**config.mk**
```make
export PLATFORM = sky130hd
export DESIGN_NAME = decode_stage
export DESIGN_NICKNAME = d
export VERILOG_FILES = /design/src/rtl/rv32i_pkg.sv /design/src/rtl/rv32i_decoder.sv /design/src/rtl/decode_stage.sv
export SDC_FILE = /design/constraint.sdc
export NUM_CORES = 1
export LEC_CHECK = 0
export ABC_AREA = 1
export CAP_MARGIN = 20
export CORE_ASPECT_RATIO = 0.5
export CORE_UTILIZATION = 49
export DETAILED_ROUTE_END_ITERATION = 7
export GPL_ROUTABILITY_DRIVEN = 0
export PLACE_DENSITY = 0.86
export SETUP_SLACK_MARGIN = 0.05
export SLEW_MARGIN = 15
export SYNTH_ARGS = -nofsm -noshare
export SYNTH_HDL_FRONTEND = slang
export SYNTH_SLANG_ARGS = --single-unit
```
**constraint.sdc**
```tcl
create_clock -name clk -period 9.6 [get_ports clk]
set_clock_uncertainty 0.15 [all_clocks]
set_input_delay 1.44 -clock clk [delete_from_list [all_inputs] [get_ports clk]]
set_output_delay 1.44 -clock clk [all_outputs]
set_load 0.1 [all_outputs]
```
**src/rtl/rv32i_pkg.sv**
```systemverilog
// Shared RV32I decode types: opcodes, ALU op encoding, immediate formats and
// the decoded bundle passed from decode to execute.
package rv32i_pkg;

  localparam logic [6:0] OPC_OP     = 7'b0110011;
  localparam logic [6:0] OPC_OPIMM  = 7'b0010011;
  localparam logic [6:0] OPC_LOAD   = 7'b0000011;
  localparam logic [6:0] OPC_STORE  = 7'b0100011;
  localparam logic [6:0] OPC_BRANCH = 7'b1100011;
  localparam logic [6:0] OPC_LUI    = 7'b0110111;
  localparam logic [6:0] OPC_AUIPC  = 7'b0010111;
  localparam logic [6:0] OPC_JAL    = 7'b1101111;
  localparam logic [6:0] OPC_JALR   = 7'b1100111;

  typedef enum logic [3:0] {
    ALU_ADD  = 4'b0000,
    ALU_SLL  = 4'b0001,
    ALU_SLT  = 4'b0010,
    ALU_SLTU = 4'b0011,
    ALU_XOR  = 4'b0100,
    ALU_SRL  = 4'b0101,
    ALU_OR   = 4'b0110,
    ALU_AND  = 4'b0111,
    ALU_SUB  = 4'b1000,
    ALU_SRA  = 4'b1101
  } alu_op_t;

  typedef enum logic [2:0] {
    IMM_NONE, IMM_I, IMM_S, IMM_B, IMM_U, IMM_J
  } imm_fmt_t;

  typedef struct packed {
    alu_op_t     alu_ctrl;
    logic [4:0]  rs1;
    logic [4:0]  rs2;
    logic [4:0]  rd;
    logic [31:0] imm;
    logic        alu_src_a;
    logic        alu_src_b;
    logic        reg_write;
    logic        mem_read;
    logic        mem_write;
    logic        branch;
    logic        jump;
    logic [2:0]  funct3;
    logic        illegal;
  } decoded_t;

  function automatic logic [31:0] gen_imm(input logic [31:0] i, input imm_fmt_t f);
    logic [31:0] v;
    case (f)
      IMM_I:   v = {{20{i[31]}}, i[31:20]};
      IMM_S:   v = {{20{i[31]}}, i[31:25], i[11:7]};
      IMM_B:   v = {{19{i[31]}}, i[31], i[7], i[30:25], i[11:8], 1'b0};
      IMM_U:   v = {i[31:12], 12'b0};
      IMM_J:   v = {{11{i[31]}}, i[31], i[19:12], i[20], i[30:21], 1'b0};
      default: v = '0;
    endcase
    return v;
  endfunction

endpackage

```
**src/rtl/rv32i_decoder.sv**
```systemverilog
// Combinational RV32I decoder: raw instruction word to decoded_t bundle.
module rv32i_decoder
  import rv32i_pkg::*;
(
  input  logic [31:0] instr,
  output decoded_t    dec
);

  logic [6:0] opc;
  logic [2:0] f3;
  logic [6:0] f7;
  imm_fmt_t   fmt;
  logic       legal;

  assign opc = instr[6:0];
  assign f3  = instr[14:12];
  assign f7  = instr[31:25];

  always_comb begin
    dec        = '0;
    fmt        = IMM_NONE;
    legal      = 1'b1;
    dec.rs1    = instr[19:15];
    dec.rs2    = instr[24:20];
    dec.rd     = instr[11:7];
    dec.funct3 = f3;
    case (opc)
      OPC_OP: begin
        legal         = (f7 == 7'b0000000) || (f7 == 7'b0100000);
        dec.alu_ctrl  = alu_op_t'({instr[30], f3});
        dec.reg_write = 1'b1;
      end
      OPC_OPIMM: begin
        fmt           = IMM_I;
        dec.alu_src_b = 1'b1;
        dec.reg_write = 1'b1;
        // bit30 only qualifies shifts; for addi etc. it is just immediate data
        if (f3 == 3'b001) begin
          legal        = (f7 == 7'b0000000);
          dec.alu_ctrl = ALU_SLL;
        end else if (f3 == 3'b101) begin
          legal        = (f7 == 7'b0000000) || (f7 == 7'b0100000);
          dec.alu_ctrl = alu_op_t'({instr[30], f3});
        end else begin
          dec.alu_ctrl = alu_op_t'({1'b0, f3});
        end
      end
      OPC_LOAD: begin
        fmt           = IMM_I;
        legal         = (f3 != 3'b011) && (f3 != 3'b110) && (f3 != 3'b111);
        dec.alu_src_b = 1'b1;
        dec.mem_read  = 1'b1;
        dec.reg_write = 1'b1;
      end
      OPC_STORE: begin
        fmt           = IMM_S;
        legal         = (f3 < 3'b011);
        dec.alu_src_b = 1'b1;
        dec.mem_write = 1'b1;
      end
      OPC_BRANCH: begin
        fmt        = IMM_B;
        dec.branch = 1'b1;
        case (f3[2:1])
          2'b00:   dec.alu_ctrl = ALU_SUB;
          2'b10:   dec.alu_ctrl = ALU_SLT;
          2'b11:   dec.alu_ctrl = ALU_SLTU;
          default: legal = 1'b0;
        endcase
      end
      OPC_LUI: begin
        fmt           = IMM_U;
        dec.rs1       = 5'd0;
        dec.alu_src_b = 1'b1;
        dec.reg_write = 1'b1;
      end
      OPC_AUIPC: begin
        fmt           = IMM_U;
        dec.alu_src_a = 1'b1;
        dec.alu_src_b = 1'b1;
        dec.reg_write = 1'b1;
      end
      OPC_JAL: begin
        // ALU forms the target as PC + imm
        fmt           = IMM_J;
        dec.alu_src_a = 1'b1;
        dec.alu_src_b = 1'b1;
        dec.reg_write = 1'b1;
        dec.jump      = 1'b1;
      end
      OPC_JALR: begin
        fmt           = IMM_I;
        legal         = (f3 == 3'b000);
        dec.alu_src_b = 1'b1;
        dec.reg_write = 1'b1;
        dec.jump      = 1'b1;
      end
      default: legal = 1'b0;
    endcase
    dec.imm = gen_imm(instr, fmt);
    // illegal ops reach execute inert, carrying only the trap marker
    if (!legal) begin
      dec.alu_ctrl  = ALU_ADD;
      dec.imm       = '0;
      dec.alu_src_a = 1'b0;
      dec.alu_src_b = 1'b0;
      dec.reg_write = 1'b0;
      dec.mem_read  = 1'b0;
      dec.mem_write = 1'b0;
      dec.branch    = 1'b0;
      dec.jump      = 1'b0;
      dec.illegal   = 1'b1;
    end
  end

endmodule

```
**src/rtl/decode_stage.sv**
```systemverilog
// RV32I decode stage: valid/ready skid-free pipeline register around the
// combinational decoder, with stall and flush.
module decode_stage
  import rv32i_pkg::*;
(
  input  logic        clk,
  input  logic        rst,
  input  logic        in_valid,
  output logic        in_ready,
  input  logic [31:0] in_instr,
  input  logic [31:0] in_pc,
  input  logic        flush,
  output logic        out_valid,
  input  logic        out_ready,
  output logic [31:0] out_pc,
  output logic [3:0]  alu_ctrl,
  output logic [4:0]  rs1,
  output logic [4:0]  rs2,
  output logic [4:0]  rd,
  output logic [31:0] imm,
  output logic        alu_src_a,
  output logic        alu_src_b,
  output logic        reg_write,
  output logic        mem_read,
  output logic        mem_write,
  output logic        branch,
  output logic        jump,
  output logic [2:0]  funct3,
  output logic        illegal
);

  decoded_t    dec_d, dec_q;
  logic [31:0] pc_q;
  logic        vld_q;

  rv32i_decoder u_dec (
    .instr (in_instr),
    .dec   (dec_d)
  );

  assign in_ready = !vld_q || out_ready;

  always_ff @(posedge clk or posedge rst) begin
    if (rst) begin
      vld_q <= 1'b0;
      dec_q <= '0;
      pc_q  <= '0;
    end else begin
      if (flush)         vld_q <= 1'b0;
      else if (in_ready) vld_q <= in_valid;
      // data may load during flush; vld_q alone decides if it is seen
      if (in_valid && in_ready) begin
        dec_q <= dec_d;
        pc_q  <= in_pc;
      end
    end
  end

  assign out_valid = vld_q;
  assign out_pc    = pc_q;
  assign alu_ctrl  = dec_q.alu_ctrl;
  assign rs1       = dec_q.rs1;
  assign rs2       = dec_q.rs2;
  assign rd        = dec_q.rd;
  assign imm       = dec_q.imm;
  assign alu_src_a = dec_q.alu_src_a;
  assign alu_src_b = dec_q.alu_src_b;
  assign reg_write = dec_q.reg_write;
  assign mem_read  = dec_q.mem_read;
  assign mem_write = dec_q.mem_write;
  assign branch    = dec_q.branch;
  assign jump      = dec_q.jump;
  assign funct3    = dec_q.funct3;
  assign illegal   = dec_q.illegal;

endmodule

```
**Word level (Yosys, flattened, before mapping)**

Index checks and enable logic that the tools add are counted.

- Flip-flop bits (word level): 95
- Input bits: 69
- Output and inout bits: 96
- Word-level logic and storage cells: 80

- $lt $le $gt $ge: 1
- Eq/ne operators: 22
- Muxes and demuxes: 23
- Reductions and logical operators: 18

Operators with widths:

| operator | count |
|---|---|
| 32-bit case mux with 5 select lines | 1 |
| 39-bit two-way mux | 1 |
| 7-bit by 6-bit equality test with 1-bit output, second input constant | 4 |
| 4-bit case mux with 3 select lines | 2 |
| 7-bit equality test, second input constant | 3 |
| 3-bit case mux with 5 select lines | 1 |
| 7-bit by 5-bit equality test with 1-bit output, second input constant | 2 |
| 7-bit OR reduction | 2 |
| 1-bit two-way mux | 13 |
| 4-bit two-way mux | 3 |
| 3-bit equality test, second input constant | 3 |
| 3-bit OR reduction | 3 |
| 7-bit by 2-bit equality test with 1-bit output, second input constant | 1 |
| 7-bit logical NOT | 1 |
| 1-bit case mux with 7 select lines | 1 |
| 3-bit by 1-bit equality test with 1-bit output, second input constant | 2 |
| 3-bit by 2-bit equality test with 1-bit output, second input constant | 2 |
| 3-bit inequality test, second input constant | 2 |
| 2-bit OR reduction | 3 |
| 5-bit two-way mux | 1 |
| 2-bit equality test, second input constant | 2 |
| 1-bit logical AND | 3 |
| 3-bit logical NOT | 1 |
| 3-bit by 2-bit < comparator with 1-bit output, second input constant | 1 |
| other kinds (5) | 6 |

**Longest topological paths before layout**

- Depth in word-level cells: 6
- Gate-level depth with buffers: 12
- Gate-level depth less buffers: 11

**Modules after synthesis**

A second synthesis with hierarchy kept.

- Cells, all modules: 672
- Area total of the unflattened synthesis: 5177.5 µm²

Modules (own cells, without submodules):

| module | times used | cells an instance | area an instance (µm²) | seq. area each (µm²) |
|---|---|---|---|---|
| decode_stage | 1 | 414 | 3801.1 | 2377.3 |
| rv32i_decoder | 1 | 258 | 1376.3 | 0.0 |

**Worst setup path after synthesis**

Ideal clock, no wire load.

- Path kind: input to output
- Start point: input port out_ready
- End point: output port in_ready
- Data arrival time: 2129 ps
- Required time: 8010 ps
- Slack: 5881 ps
- Cell stages on the path: 2
- Path buffers: 0
- Cell sequence: inv_1 > nand2_1

- Word-level cells in the longest chain between the ends: 1

Ends and longest elaborated chain:

| item | RTL line | source |
|---|---|---|
| start: declaration | decode_stage.sv:14 | `input logic out_ready,` |
| 1-bit logical OR | decode_stage.sv:41 | `assign in_ready = !vld_q \|\| out_ready;` |
| end: declaration | decode_stage.sv:9 | `output logic in_ready,` |

Every way passes these cells.

**Worst setup path after layout**

Ends and elaborated chain as after synthesis.

==> metrics.md <==
| Metric | Value |
|---|---|
| Register-to-Register Setup Slack | `6950 ps` |
| Worst Setup Path Type | `input pin to output pin` |
| RR Startpoint | `out_valid$_DFFE_PP0P_` |
| R2R depth | `8` |
| Cts bufs inserted | `9` |
| Clock Root Buffer | `clkbuf_16` |
| Mapped cell area | `0.00476 mm²` |
| TritonCTS clock tree | `built` |
| Worst-path fanout max | `3` |
| Pwr Density | `182 mW/mm²` |
| Setup crit start kind | `input pin` |
| DR WL/cell | `13.9 µm` |
| Initial antenna violation count | `0` |
| Die width | `141 µm` |
| Critical Path RT | `8010 ps` |
| ANT cells | `0` |
| Final Hold Viols | `0` |
| Largest net degree at the start of global routing | `74` |
| Drt total wl | `12800 µm` |
| 1st-iter DRT viols | `433` |
| Area contributors post-synth | `dfrtp_1 50%, nand2_1 24%, nand3_1 6.4%, nor2_1 4.3%, inv_1 2.8%` |
| Starting Density | `52.5%` |
| ANT nets after route | `0` |
| Cell Rows | `24` |
| Worst skew pair latency | `340 ps` |
| Clock Path Buffers | `2` |
| Hold WS | `328 ps` |
| Synth area leader | `dfrtp_1` |
| Syn_area_per_cell | `7.37 µm²` |
| Total congestion overflow | `0` |
| Pleak | `3.55 nW` |
| Final Critical Period | `4800 ps` |
| Setup TNS | `0 ps` |
| Vias in the first global route | `4297` |
| Synth Instances | `646` |
| Highest clock rate | `208 MHz` |
| Setup crit end kind | `output pin` |
| Core Region | `0.00907 mm²` |
| Status | `finished clean` |
| Count of buffers from port buffering | `164` |
| Area Overhead vs Synth | `42.2%` |
| DPL Wire Length | `8760 µm` |
| GRT Total Usage | `26.3%` |
| Pre-antenna DRT Iters | `5` |
| MaxCap Viol Count | `0` |
| WP data arrival | `3210 ps` |
| Hold path depth | `2` |
| Worst-margin pin slew | `1010 ps` |
| Nets | `858` |
| Relative slew slack | `32.4%` |
| Synth unique cells | `25` |
| Net Count, Synth | `715` |
| Dpl cell area | `0.00639 mm²` |
| Height of the die | `71.7 µm` |
| Hold Crit Start | `out_pc[28]$_DFFE_PP0P_` |
| H-tree depth | `3` |
| Most frequent cells in the layout | `305 x nand2_1, 164 x clkdlybuf4s50_1, 95 x dfrtp_1` |
| R2r endpoint | `alu_ctrl[1]$_DFFE_PP0P_` |
| Routed vias/inst | `5.06` |
| # setup viols final | `0` |
| Post-synth top area share | `49.9%` |
| RSZ-0062 raised after global routing | `false` |
| Cell Count, Final, Fillers Out | `924` |
| Die ar. | `0.0101 mm²` |
| Yosys warning total | `0` |
| Min-delay worst type | `flop to flop` |
| Postcts setup bufs | `0` |
| Pins Over Slew Limit | `0` |
| Cts repair resizes | `0` |
| Commonest non-fill, non-tap cell in the layout | `nand2_1` |
| Clock transition at path regs | `70 ps` |
| Total number of vias | `4680` |
| Post-CTS Hold Fix Bufs | `0` |
| Placed Instances | `908` |
| Seq/Total Area, Yosys | `49.9%` |
| Worst setup path start | `out_ready` |
| Final worst-path cycle share | `50.0%` |
| Hold Crit Endpoint | `out_pc[28]$_DFFE_PP0P_` |
| Final instance area | `0.00677 mm²` |
| Peak supply drop | `133 µV` |
| I/O pins | `165` |
| First-pass GRT wire length | `20800 µm` |
| Synth Register Bits | `95` |
| Share of layout cells above drive strength 1 | `5.67%` |
| # DRC | `0` |
| CTS sink count | `95` |
==> flip-flops by register name (all words and copies together) (netlist names) <==
register,cells
rs2,5
illegal,1
jump,1
branch,1
rs1,5
rd,5
out_pc,32
alu_src_a,1
mem_write,1
funct3,3
reg_write,1
alu_ctrl,4
alu_src_b,1
mem_read,1
imm,32
out_valid,1
==> metrics by stage <==
stage          worst slack [ps]  power (mW)  util [%]
6_report                   4800        1.23      74.7
5_1_grt                    4740        1.27      74.7
4_1_cts                    4790        1.24      74.7
3_5_place_dp               4790       0.794      70.5
3_3_place_gp               4810       0.790      70.5
2_1_floorplan              5530       0.693         -
==> critical path: stages <==
cell	delay, ps
clkdlybuf4s50_1	450
inv_1	40
nand2_1	120
clkdlybuf4s50_1	1160
==> area by class of cell <==
type / instances / area (µm²)
inverter: 39 / 151
multi-input combinational: 477 / 2040
timing repair buffer: 167 / 1660
clock buffer: 10 / 239
clock inverter: 6 / 138
fill: 692 / 2300
tap: 130 / 163
sequential: 95 / 2380
==> synthesized netlist by cell type <==
cell type and number:
nand2_1 306, dfrtp_1 95, nand3_1 61, nor2_1 54, inv_1 35, o21ai_0 25, clkbuf_1 13, nand3_2 8
buf_6 7, buf_1 6, buf_2 6, nor3_1 5, nor2_2 4, buf_4 3, inv_2 3, nor2_4 3
a21oi_1 2, nand2_2 2, nand4_1 2, a31oi_1 1, inv_4 1, nand2_4 1, nand3_4 1, o21bai_1 1
o31ai_1 1
==> layer usage <==
metal | vias up | share of wire (%) | wire [µm] | GRT usage, %
li1 | 2284 | - | - | -
met2 | 221 | 46 | 5930 | 43.2
met1 | 2161 | 44 | 5590 | 34.9
met3 | 14 | 8.7 | 1110 | 7.09
met4 | 0 | 1.3 | 168 | 6.93
met5 | - | 0 | 0 | 0
==> logic make-up (layout without fill, tap and decap cells) <==
group | Yosys count | after routing | share of synthesized area (%)
buffers and inverters | 74 | 222 | 7.39
AO/OA/AOI/OAI | 30 | 30 | 3.29
flip-flops | 95 | 95 | 49.9
AND/OR/NAND/NOR | 447 | 447 | 39.4
==> report_power, final <==
group | total, mW | internal (mW) | switching [mW]
Clock | 0.444 | 0.290 | 0.154
Combinational | 0.348 | 0.0832 | 0.265
Sequential | 0.440 | 0.425 | 0.0148
Total | 1.23 | 0.799 | 0.433
==> worst max path at each step <==
stage,end,slack (ps),cells after the start
floorplan,alu_ctrl[0]$_DFFE_PP0P_,5530,1
global placement,in_ready,4810,4
detailed placement,in_ready,4790,4
CTS,in_ready,4790,4
global route,in_ready,4740,4
finish,in_ready,4800,4
(Power assumes the default switching activity.)
